==> config.mk <==
export PLATFORM = sky130hd
export DESIGN_NAME = stopwatch_ctrl
export DESIGN_NICKNAME = d
export VERILOG_FILES = /design/src/rtl/stopwatch_ctrl.sv
export SDC_FILE = /design/constraint.sdc
export NUM_CORES = 1
export LEC_CHECK = 0
export CORE_AREA = 2 2 103 105
export DETAILED_ROUTE_END_ITERATION = 8
export DIE_AREA = 0 0 105 107
export GPL_TIMING_DRIVEN = 1
export MAX_ROUTING_LAYER = met4
export PLACE_DENSITY = 0.83
export SETUP_SLACK_MARGIN = 0.3
export SYNTH_ARGS = -nofsm -noshare
export SYNTH_HDL_FRONTEND = slang
export SYNTH_SLANG_ARGS = --single-unit
==> constraint.sdc <==
create_clock -name clk -period 7.5 [get_ports clk]
set_clock_uncertainty 0.05 [all_clocks]
set_input_delay 1.875 -clock clk [delete_from_list [all_inputs] [get_ports clk]]
set_output_delay 1.875 -clock clk [all_outputs]
set_load 0.1 [all_outputs]
==> src/rtl/stopwatch_ctrl.sv <==
// -----------------------------------------------------------------------------
// stopwatch_ctrl
//   Run/pause/lap/clear controller for a centisecond stopwatch. Debounces the
//   start/stop and lap/clear buttons, divides clk down to the centisecond tick
//   and owns the 24-bit centisecond count.
//
// Ports
//   clk         in   1   system clock, rising edge
//   rst         in   1   synchronous active-high reset
//   btn_ss      in   1   raw start/stop button (asynchronous, active-high)
//   btn_lr      in   1   raw lap/clear button (asynchronous, active-high)
//   c           out  24  live centisecond count
//   disp_c      out  24  lap value while in LAP, otherwise the live count
//   running     out  1   high in RUN or LAP
//   lap_active  out  1   high in LAP
//   ovf         out  1   one-cycle pulse when c wraps MAX_COUNT -> 0
// -----------------------------------------------------------------------------
module stopwatch_ctrl #(
    parameter int TICK_DIV  = 500000,
    parameter int DB_CYCLES = 1000000,
    parameter int MAX_COUNT = 599999
) (
    input  logic        clk,
    input  logic        rst,
    input  logic        btn_ss,
    input  logic        btn_lr,
    output logic [23:0] c,
    output logic [23:0] disp_c,
    output logic        running,
    output logic        lap_active,
    output logic        ovf
);

    localparam int TW = (TICK_DIV > 1) ? $clog2(TICK_DIV) : 1;
    localparam int DW = $clog2(DB_CYCLES + 1);
    localparam logic [TW-1:0] TICK_LAST = TW'(TICK_DIV - 1);
    localparam logic [DW-1:0] DB_LAST   = DW'(DB_CYCLES - 1);
    localparam logic [DW-1:0] DB_FULL   = DW'(DB_CYCLES);
    localparam logic [23:0]   C_MAX     = 24'(MAX_COUNT);

    typedef enum logic [1:0] {
        IDLE  = 2'd0,
        RUN   = 2'd1,
        LAP   = 2'd2,
        PAUSE = 2'd3
    } state_t;

    // Bit 0 = start/stop, bit 1 = lap/clear
    logic [1:0]    btn_raw_s;
    logic [1:0]    sync1_r;
    logic [1:0]    sync2_r;
    logic [1:0]    press_r;
    logic [DW-1:0] db_cnt_r [2];

    state_t        state_r, state_nxt_s;
    logic [23:0]   c_r, c_nxt_s;
    logic [23:0]   lap_r, lap_nxt_s;
    logic [TW-1:0] tick_cnt_r, tick_cnt_nxt_s;
    logic          ovf_r, ovf_nxt_s;
    logic          running_r;
    logic          lap_active_r;
    logic          tick_s;
    logic          active_s;
    logic          ss_p_s;
    logic          lr_p_s;

    assign btn_raw_s = {btn_lr, btn_ss};
    assign ss_p_s    = press_r[0];
    assign lr_p_s    = press_r[1];

    // Synchronise buttons, count stable-high samples, emit a single press pulse
    always_ff @(posedge clk) begin
        if (rst) begin
            sync1_r <= 2'b00;
            sync2_r <= 2'b00;
            press_r <= 2'b00;
            for (int i = 0; i < 2; i++) begin
                db_cnt_r[i] <= {DW{1'b0}};
            end
        end else begin
            sync1_r <= btn_raw_s;
            sync2_r <= sync1_r;
            for (int i = 0; i < 2; i++) begin
                // Saturation at DB_FULL is what stops a held button repeating
                if (!sync2_r[i]) begin
                    db_cnt_r[i] <= {DW{1'b0}};
                end else if (db_cnt_r[i] != DB_FULL) begin
                    db_cnt_r[i] <= db_cnt_r[i] + DW'(1);
                end else begin
                    db_cnt_r[i] <= db_cnt_r[i];
                end
                press_r[i] <= sync2_r[i] && (db_cnt_r[i] == DB_LAST);
            end
        end
    end

    // Next-state, prescaler, counter and lap capture
    always_comb begin
        state_nxt_s    = state_r;
        c_nxt_s        = c_r;
        lap_nxt_s      = lap_r;
        tick_cnt_nxt_s = tick_cnt_r;
        tick_s         = 1'b0;
        active_s       = (state_r == RUN) || (state_r == LAP);

        // Prescaler runs only while counting; PAUSE keeps the sub-tick phase
        if (active_s) begin
            if (tick_cnt_r == TICK_LAST) begin
                tick_s         = 1'b1;
                tick_cnt_nxt_s = {TW{1'b0}};
            end else begin
                tick_cnt_nxt_s = tick_cnt_r + TW'(1);
            end
        end else if (state_r == IDLE) begin
            tick_cnt_nxt_s = {TW{1'b0}};
        end else begin
            tick_cnt_nxt_s = tick_cnt_r;
        end

        // The tick is applied before any state change in the same cycle
        if (tick_s) begin
            c_nxt_s = (c_r == C_MAX) ? 24'd0 : (c_r + 24'd1);
        end else begin
            c_nxt_s = c_r;
        end
        ovf_nxt_s = tick_s && (c_r == C_MAX);

        // Start/stop has priority over lap/clear when both pulse together
        case (state_r)
            IDLE: begin
                if (ss_p_s) begin
                    state_nxt_s = RUN;
                end else begin
                    state_nxt_s = IDLE;
                end
            end
            RUN: begin
                if (ss_p_s) begin
                    state_nxt_s = PAUSE;
                end else if (lr_p_s) begin
                    state_nxt_s = LAP;
                    lap_nxt_s   = c_r;
                end else begin
                    state_nxt_s = RUN;
                end
            end
            LAP: begin
                if (ss_p_s) begin
                    state_nxt_s = PAUSE;
                end else if (lr_p_s) begin
                    state_nxt_s = RUN;
                end else begin
                    state_nxt_s = LAP;
                end
            end
            PAUSE: begin
                if (ss_p_s) begin
                    state_nxt_s = RUN;
                end else if (lr_p_s) begin
                    state_nxt_s    = IDLE;
                    c_nxt_s        = 24'd0;
                    tick_cnt_nxt_s = {TW{1'b0}};
                    lap_nxt_s      = 24'd0;
                end else begin
                    state_nxt_s = PAUSE;
                end
            end
            default: begin
                state_nxt_s = IDLE;
            end
        endcase
    end

    // State and datapath registers; status outputs are registered from next state
    always_ff @(posedge clk) begin
        if (rst) begin
            state_r      <= IDLE;
            c_r          <= 24'd0;
            lap_r        <= 24'd0;
            tick_cnt_r   <= {TW{1'b0}};
            ovf_r        <= 1'b0;
            running_r    <= 1'b0;
            lap_active_r <= 1'b0;
        end else begin
            state_r      <= state_nxt_s;
            c_r          <= c_nxt_s;
            lap_r        <= lap_nxt_s;
            tick_cnt_r   <= tick_cnt_nxt_s;
            ovf_r        <= ovf_nxt_s;
            running_r    <= (state_nxt_s == RUN) || (state_nxt_s == LAP);
            lap_active_r <= (state_nxt_s == LAP);
        end
    end

    assign c          = c_r;
    assign disp_c     = lap_active_r ? lap_r : c_r;
    assign running    = running_r;
    assign lap_active = lap_active_r;
    assign ovf        = ovf_r;

endmodule
==> results by group <==
Synth
  • Share of synthesized area occupied by flip-flops and latches: 45.3%
  • Synthesized Nets: roughly 680
  • Dominant cell by count in the synthesized netlist: nor2_1
  • Yosys cell types: 58
  • EDFF count, synth: 40
  • Netlist Area Pre-Place: ~6100 um2
  • Dominant cells by area after synthesis: dfxtp_1, edfxtp_1, nor2_1, xnor2_1, mux2_2
  • Post-Synthesis Cells: 664
  • Cell accounting for the most synthesized area: dfxtp_1
  • Fraction of post-synthesis cell area in the top cell type by area: 25.6%
  • Yosys warning count: 0
  • Post-synthesis async set-or-reset flop share: 0%
  • Flip-flop cell with the highest count after synthesis: dfxtp_1
  • Leading post-synthesis cells by instance count: nor2_1, dfxtp_1, nand2_1
  • Syn Area/Cell: 9.19 um2
  • Count of state elements after synthesis: 118

Clocking
  • Post CTS Setup Buffer Count: 0
  • Clock Tree Root: clkbuf_8
  • Clock latency reported for the late side of the worst-skew pair: about 0.53 ns
  • Clock sink count: 118
  • # hold bufs at CTS: 0
  • Number of resized instances in the post-cts repair step: 0
  • Register clock-pin slew on the reported worst setup and hold paths: 0.06 ns
  • CTS H-Tree Depth: 4
  • Longest Clk Path Bufs: 2
  • Clock tree from TritonCTS: done
  • Number of buffers inserted during clock tree synthesis: 17

Critical path
  • Max stage delay on crit path: 1.15 ns
  • Critical-path cell list: mux2_2 > clkdlybuf4s50_1
  • Library cell contributing the largest single delay on the critical path: clkdlybuf4s50_1
  • CP Class: flop to output pin
  • Start of the worst register-to-register path: state_r[0]$_SDFF_PP0_
  • Crit path DAT: 3.06 ns
  • Type of element launching the critical path: flop
  • Kind of end point of the critical path: output pin
  • Endpoint required time on the critical path: 5.58 ns
  • CP Launch Point: lap_active$_SDFF_PP0_
  • Depth of the most critical reg-to-reg path: 5
  • Maximum fanout along the worst path: 28

Timing
  • Max_slew headroom: 26.4%
  • Top achievable clock speed: 0.201 GHz
  • Finish-stage setup viols: 0
  • Min Clock Period, post-route: 4.99 ns
  • Worst-margin pin slew: 1.10 ns
  • Crit share post-route: ~66%
  • Unrepaired setup endpoints after global routing: no
  • Final slew viol count: 0
  • Hold Fails Final Rpt: 0
  • Final-layout setup total negative slack: 0 ns
  • Final hold slack: ~0.40 ns
  • Worst setup margin: 2.51 ns

Detailed routing
  • Total length of routed wires: 14300 um
  • Via total after detailed routing: 5145
  • Routed length per instance: 16.7 um
  • Antenna violation net count after detailed routing: 0
  • DRC errors left: 0
  • Iteration-0 DRC count of the detailed router: 407
  • Via density per instance: 6.00
  • Total iterations of the first detailed-routing run: 5

Placed design
  • Placer congestion estimate: slightly below 0.9
  • Placement Setup Slack: 2.64 ns
  • Quantity of I/O buffers inserted on ports: 54
  • Number of cells in the design after placement: 825
  • Post-DP HPWL: 9200 um

Floorplan
  • Height of the die: 107 um
  • Width of the die: 105 um
  • CORE AREA: around 10000 um2
  • Number of core rows: 37
  • Starting density of the core: 60.5%
  • I/O Pins: 55
  • Area of the die: 11200 um2

Layout
  • Layout fillers: around 750
  • Area growth from synthesis to layout: 19.7%
  • Nets: roughly 720
  • Non-filler cells in the finished layout: 857
  • Number of diodes added for antenna fixing: 0
  • Share of cells above drive strength 1: 9.43%

Min path
  • Hold_sp: sync1_r[1]$_SDFF_PP0_
  • Class of the tightest hold or removal check: flop to flop
  • Hold-critical path depth: 1

Global route
  • Global-route wire length before repair: roughly 24000 um
  • Global routing usage summed across all routing layers: 26.8%
  • Number of global-route vias before repair: 4851
  • Maximum number of pins on one net before global-route repair: 38
  • Number of antenna violations at the first check in global routing: 0
  • Remaining global-route overflow: 0

Job
  • # Max-Cap Violations: 0

Pwr
  • PwrDens: 201 nW/um2
  • Reported leakage power: 2.44 nW
  • Worst-case vdd ir drop: about 130 uV
  • Sum of internal, switching and leakage power: 1.47 mW

Run status
  • Run status: completed
## sequential cells by signal, summed over array words and instances (netlist names), 2 cells and up
signal	flops
db_cnt_r	40
sync2_r	2
sync1_r	2
c	24
lap_r	24
tick_cnt_r	19
press_r	2
state_r	2
## worst max-delay path, delay by kind of cell, from the launching register on
kind,cells,cell delay (ns)
buffers and inverters,1,1.15
flip-flops,1,1.05
multiplexers,1,0.32
## metrics by stage
step	instance area, um2	util (%)
6_report	7310	72.4
5_1_grt	7310	72.4
4_1_cts	7310	72.4
3_5_place_dp	6700	66.4
3_3_place_gp	6700	66.4
2_1_floorplan	6100	-
## kinds of logic (layout without fill, tap and decap cells)
kind of cell | count (synthesis) | in the layout | share of synthesized area (%)
AND/OR/NAND/NOR | 324 | 324 | 29.0
XOR/XNOR | 56 | 56 | 8.03
flip-flops | 118 | 118 | 45.3
multiplexers | 21 | 21 | 3.87
buffers and inverters | 50 | 107 | 3.44
adder cells (fa/ha/maj) | 11 | 11 | 2.25
AO/OA/AOI/OAI | 84 | 84 | 8.16
## cell usage in the layout (no fill, tap or decap), types with 3 or more instances in the layout
cell,synthesis,routed
a21oi_1,42,42
nor2b_1,8,8
dfxtp_1,78,78
nor3_1,25,25
nor2_1,98,98
nand2_1,43,43
edfxtp_1,40,40
a31oi_1,9,9
ha_1,11,11
o21ai_0,14,12
and3_1,11,11
inv_6,0,4
and2_1,5,5
buf_4,2,4
xor2_1,21,21
and4_1,10,10
or4_1,5,5
mux2_2,21,21
nand4_1,21,21
nor4b_1,6,6
clkbuf_16,0,20
nand3_1,25,25
inv_1,17,17
nand2b_1,4,4
clkdlybuf4s50_1,0,54
nor4_1,15,15
a41oi_1,3,3
xnor2_1,35,35
or3_1,10,10
nor3b_1,22,22
## final cells by class
cell class	instances	area, um2	share of cell area [%]
Timing Repair Buffer	58	571	7.81
Multi-Input combinational cell	496	3140	42.9
Sequential cell	118	2760	37.8
Clock buffer	22	528	7.22
Inverter	17	63.8	0.873
Tap cell	136	170	2.33
Clock inverter	10	77.6	1.06
## path summary, 6_finish.rpt
check,to,slack [ns]
hold reg to reg,sync2_r[1]$_SDFF_PP0_,0.40
setup / recovery,disp_c[19],2.51
hold / removal,sync2_r[1]$_SDFF_PP0_,0.40
setup reg to reg,tick_cnt_r[15]$_SDFF_PP0_,4.80
## metal layers
| metal | track usage, % | up-vias | part of all wire, % |
|---|---|---|---|
| li1 | - | 2495 | - |
| met1 | 34.0 | 2403 | 44 |
| met2 | 42.1 | 205 | 48 |
| met3 | 5.41 | 42 | 5.6 |
| met4 | 11.3 | 0 | 2.5 |
| met5 | - | - | 0 |
## report_power, final
part / internal [mW] / switching (mW)
logic: 0.00348 / 0.00866
registers: 0.658 / 0.000724
clock network: 0.498 / 0.302
(Power assumes the default switching activity.)
==> RTL change (same settings) <==
Put a register stage on the output `disp_c`. The value now appears one clock later. The other outputs are not delayed to match.
--- a/src/rtl/stopwatch_ctrl.sv
+++ b/src/rtl/stopwatch_ctrl.sv
@@ -195,3 +195,5 @@
     assign c          = c_r;
-    assign disp_c     = lap_active_r ? lap_r : c_r;
+    always_ff @(posedge clk) begin
+        disp_c <= lap_active_r ? lap_r : c_r;
+    end
     assign running    = running_r;
Function: no difference found for any inputs over 10 cycles, from zero or initial values and one cycle with rst high; that may be too few to reach the edited logic, so the function may still have changed.
==> RTL change against the unedited design <==
  * Setup slack better by 0.093 ns
  * Wire length grew 4.4%
  * Sequential power increased by 19%
  * Critical path depth is 1 lower
  * Total power rose by 7.3%
  * Sequential share of layout area up 4.1 points
  * Sequential cell count increased by 24
  * Global-route usage increased by 1.6 points
  * Register-to-register slack worse by 0.11 ns
  * Die area unchanged
  * Synthesized area increased by 7.8%
  * Core utilization grew 4.3 points
  * Final area up 6.0%
==> RTL change: results <==
set metrics [dict create \
    status "complete, no violations" \
    synthesis.nets 711 \
    drive_gt1_frac 0.0834 \
    fin_nets 757 \
    gp_congestion 0.891 \
    max-slew-margin-rel 0.136 \
    first_global_vias 5174 \
    synth.distinct_cells 59 \
    peakVddDrop_mv 0.171 \
    dpl.hpwl_um 9840 \
    drtIter0Drc 379 \
    whs_ns 0.397 \
    crit_fanout 30 \
    vias_per_cell 6.07 \
    grt.total_usage 0.284 \
    grt_start_max_net_pins 49 \
    diodes 0 \
    dpl_worst_slack_ns 2.29 \
    critPathArrivalTime_ns 2.97 \
    syn_area_per_cell_um2 9.45 \
    ys_top_cells_by_area "dfxtp_1 (31%), edfxtp_1 (18%), nor2_1 (5.0%)" \
    yosys-top-cells-count "dfxtp_1 (102), nor2_1 (88), a21oi_1 (56)" \
    power.leakage_nw 2.60 \
    finalNonFillerCells 891 \
    dpl.cell_count 859 \
    ys_seq_area_frac 0.493 \
    grt_pass1_wl_um 24800 \
]
==> RTL change: worst paths after layout <==
check	slack (ns)	startpoint	depth (start not counted)	to
hold reg to reg	0.40	sync1_r[0]	1	sync2_r[0]
setup / recovery	2.61	lap_active	1	lap_active
setup reg to reg	4.69	sync2_r[1]	5	db_cnt_r[1][17]
hold / removal	0.40	sync1_r[0]	1	sync2_r[0]
==> RTL change: through the flow <==
step	utilization	area [um2]
4_1_cts	0.768	7750
6_report	0.768	7750
5_1_grt	0.768	7750
3_5_place_dp	0.713	7200
2_1_floorplan	-	6580
3_3_place_gp	0.713	7200
==> RTL change: metal layers <==
metal / part of all wire / up-vias / global-route usage
met5: 0 / - / -
met3: 0.051 / 18 / 0.0675
met2: 0.49 / 161 / 0.455
met4: 0.013 / 0 / 0.0952
met1: 0.44 / 2627 / 0.358
li1: - / 2604 / -
==> RTL change: report_power, final <==
group | internal, mW | total [mW] | leakage (nW) | switching [mW]
Sequential | 0.786 | 0.786 | 1.32 | 0.000796
Clock | 0.464 | 0.779 | 0.271 | 0.315
Combinational | 0.00378 | 0.0125 | 1.02 | 0.00870
==> RTL change: kinds of logic after synthesis <==
| family | count (synthesis) | share of synthesized area |
|---|---|---|
| flops | 142 | 0.493 |
| xor+xnor | 44 | 0.0586 |
| compound gates | 107 | 0.0936 |
| simple gates | 314 | 0.261 |
| fa+ha+maj | 11 | 0.0209 |
| mux | 23 | 0.0386 |
| buf+inv | 55 | 0.0342 |
==> RTL change: layout make-up <==
| class | count | area share |
|---|---|---|
| clock inverters | 10 | 0.0111 |
| clock buffers | 22 | 0.0598 |
| inverters | 24 | 0.0116 |
| multi-input cells | 499 | 0.403 |
| flip-flops and latches | 142 | 0.419 |
| well taps | 136 | 0.0220 |
| repair buffers | 58 | 0.0737 |
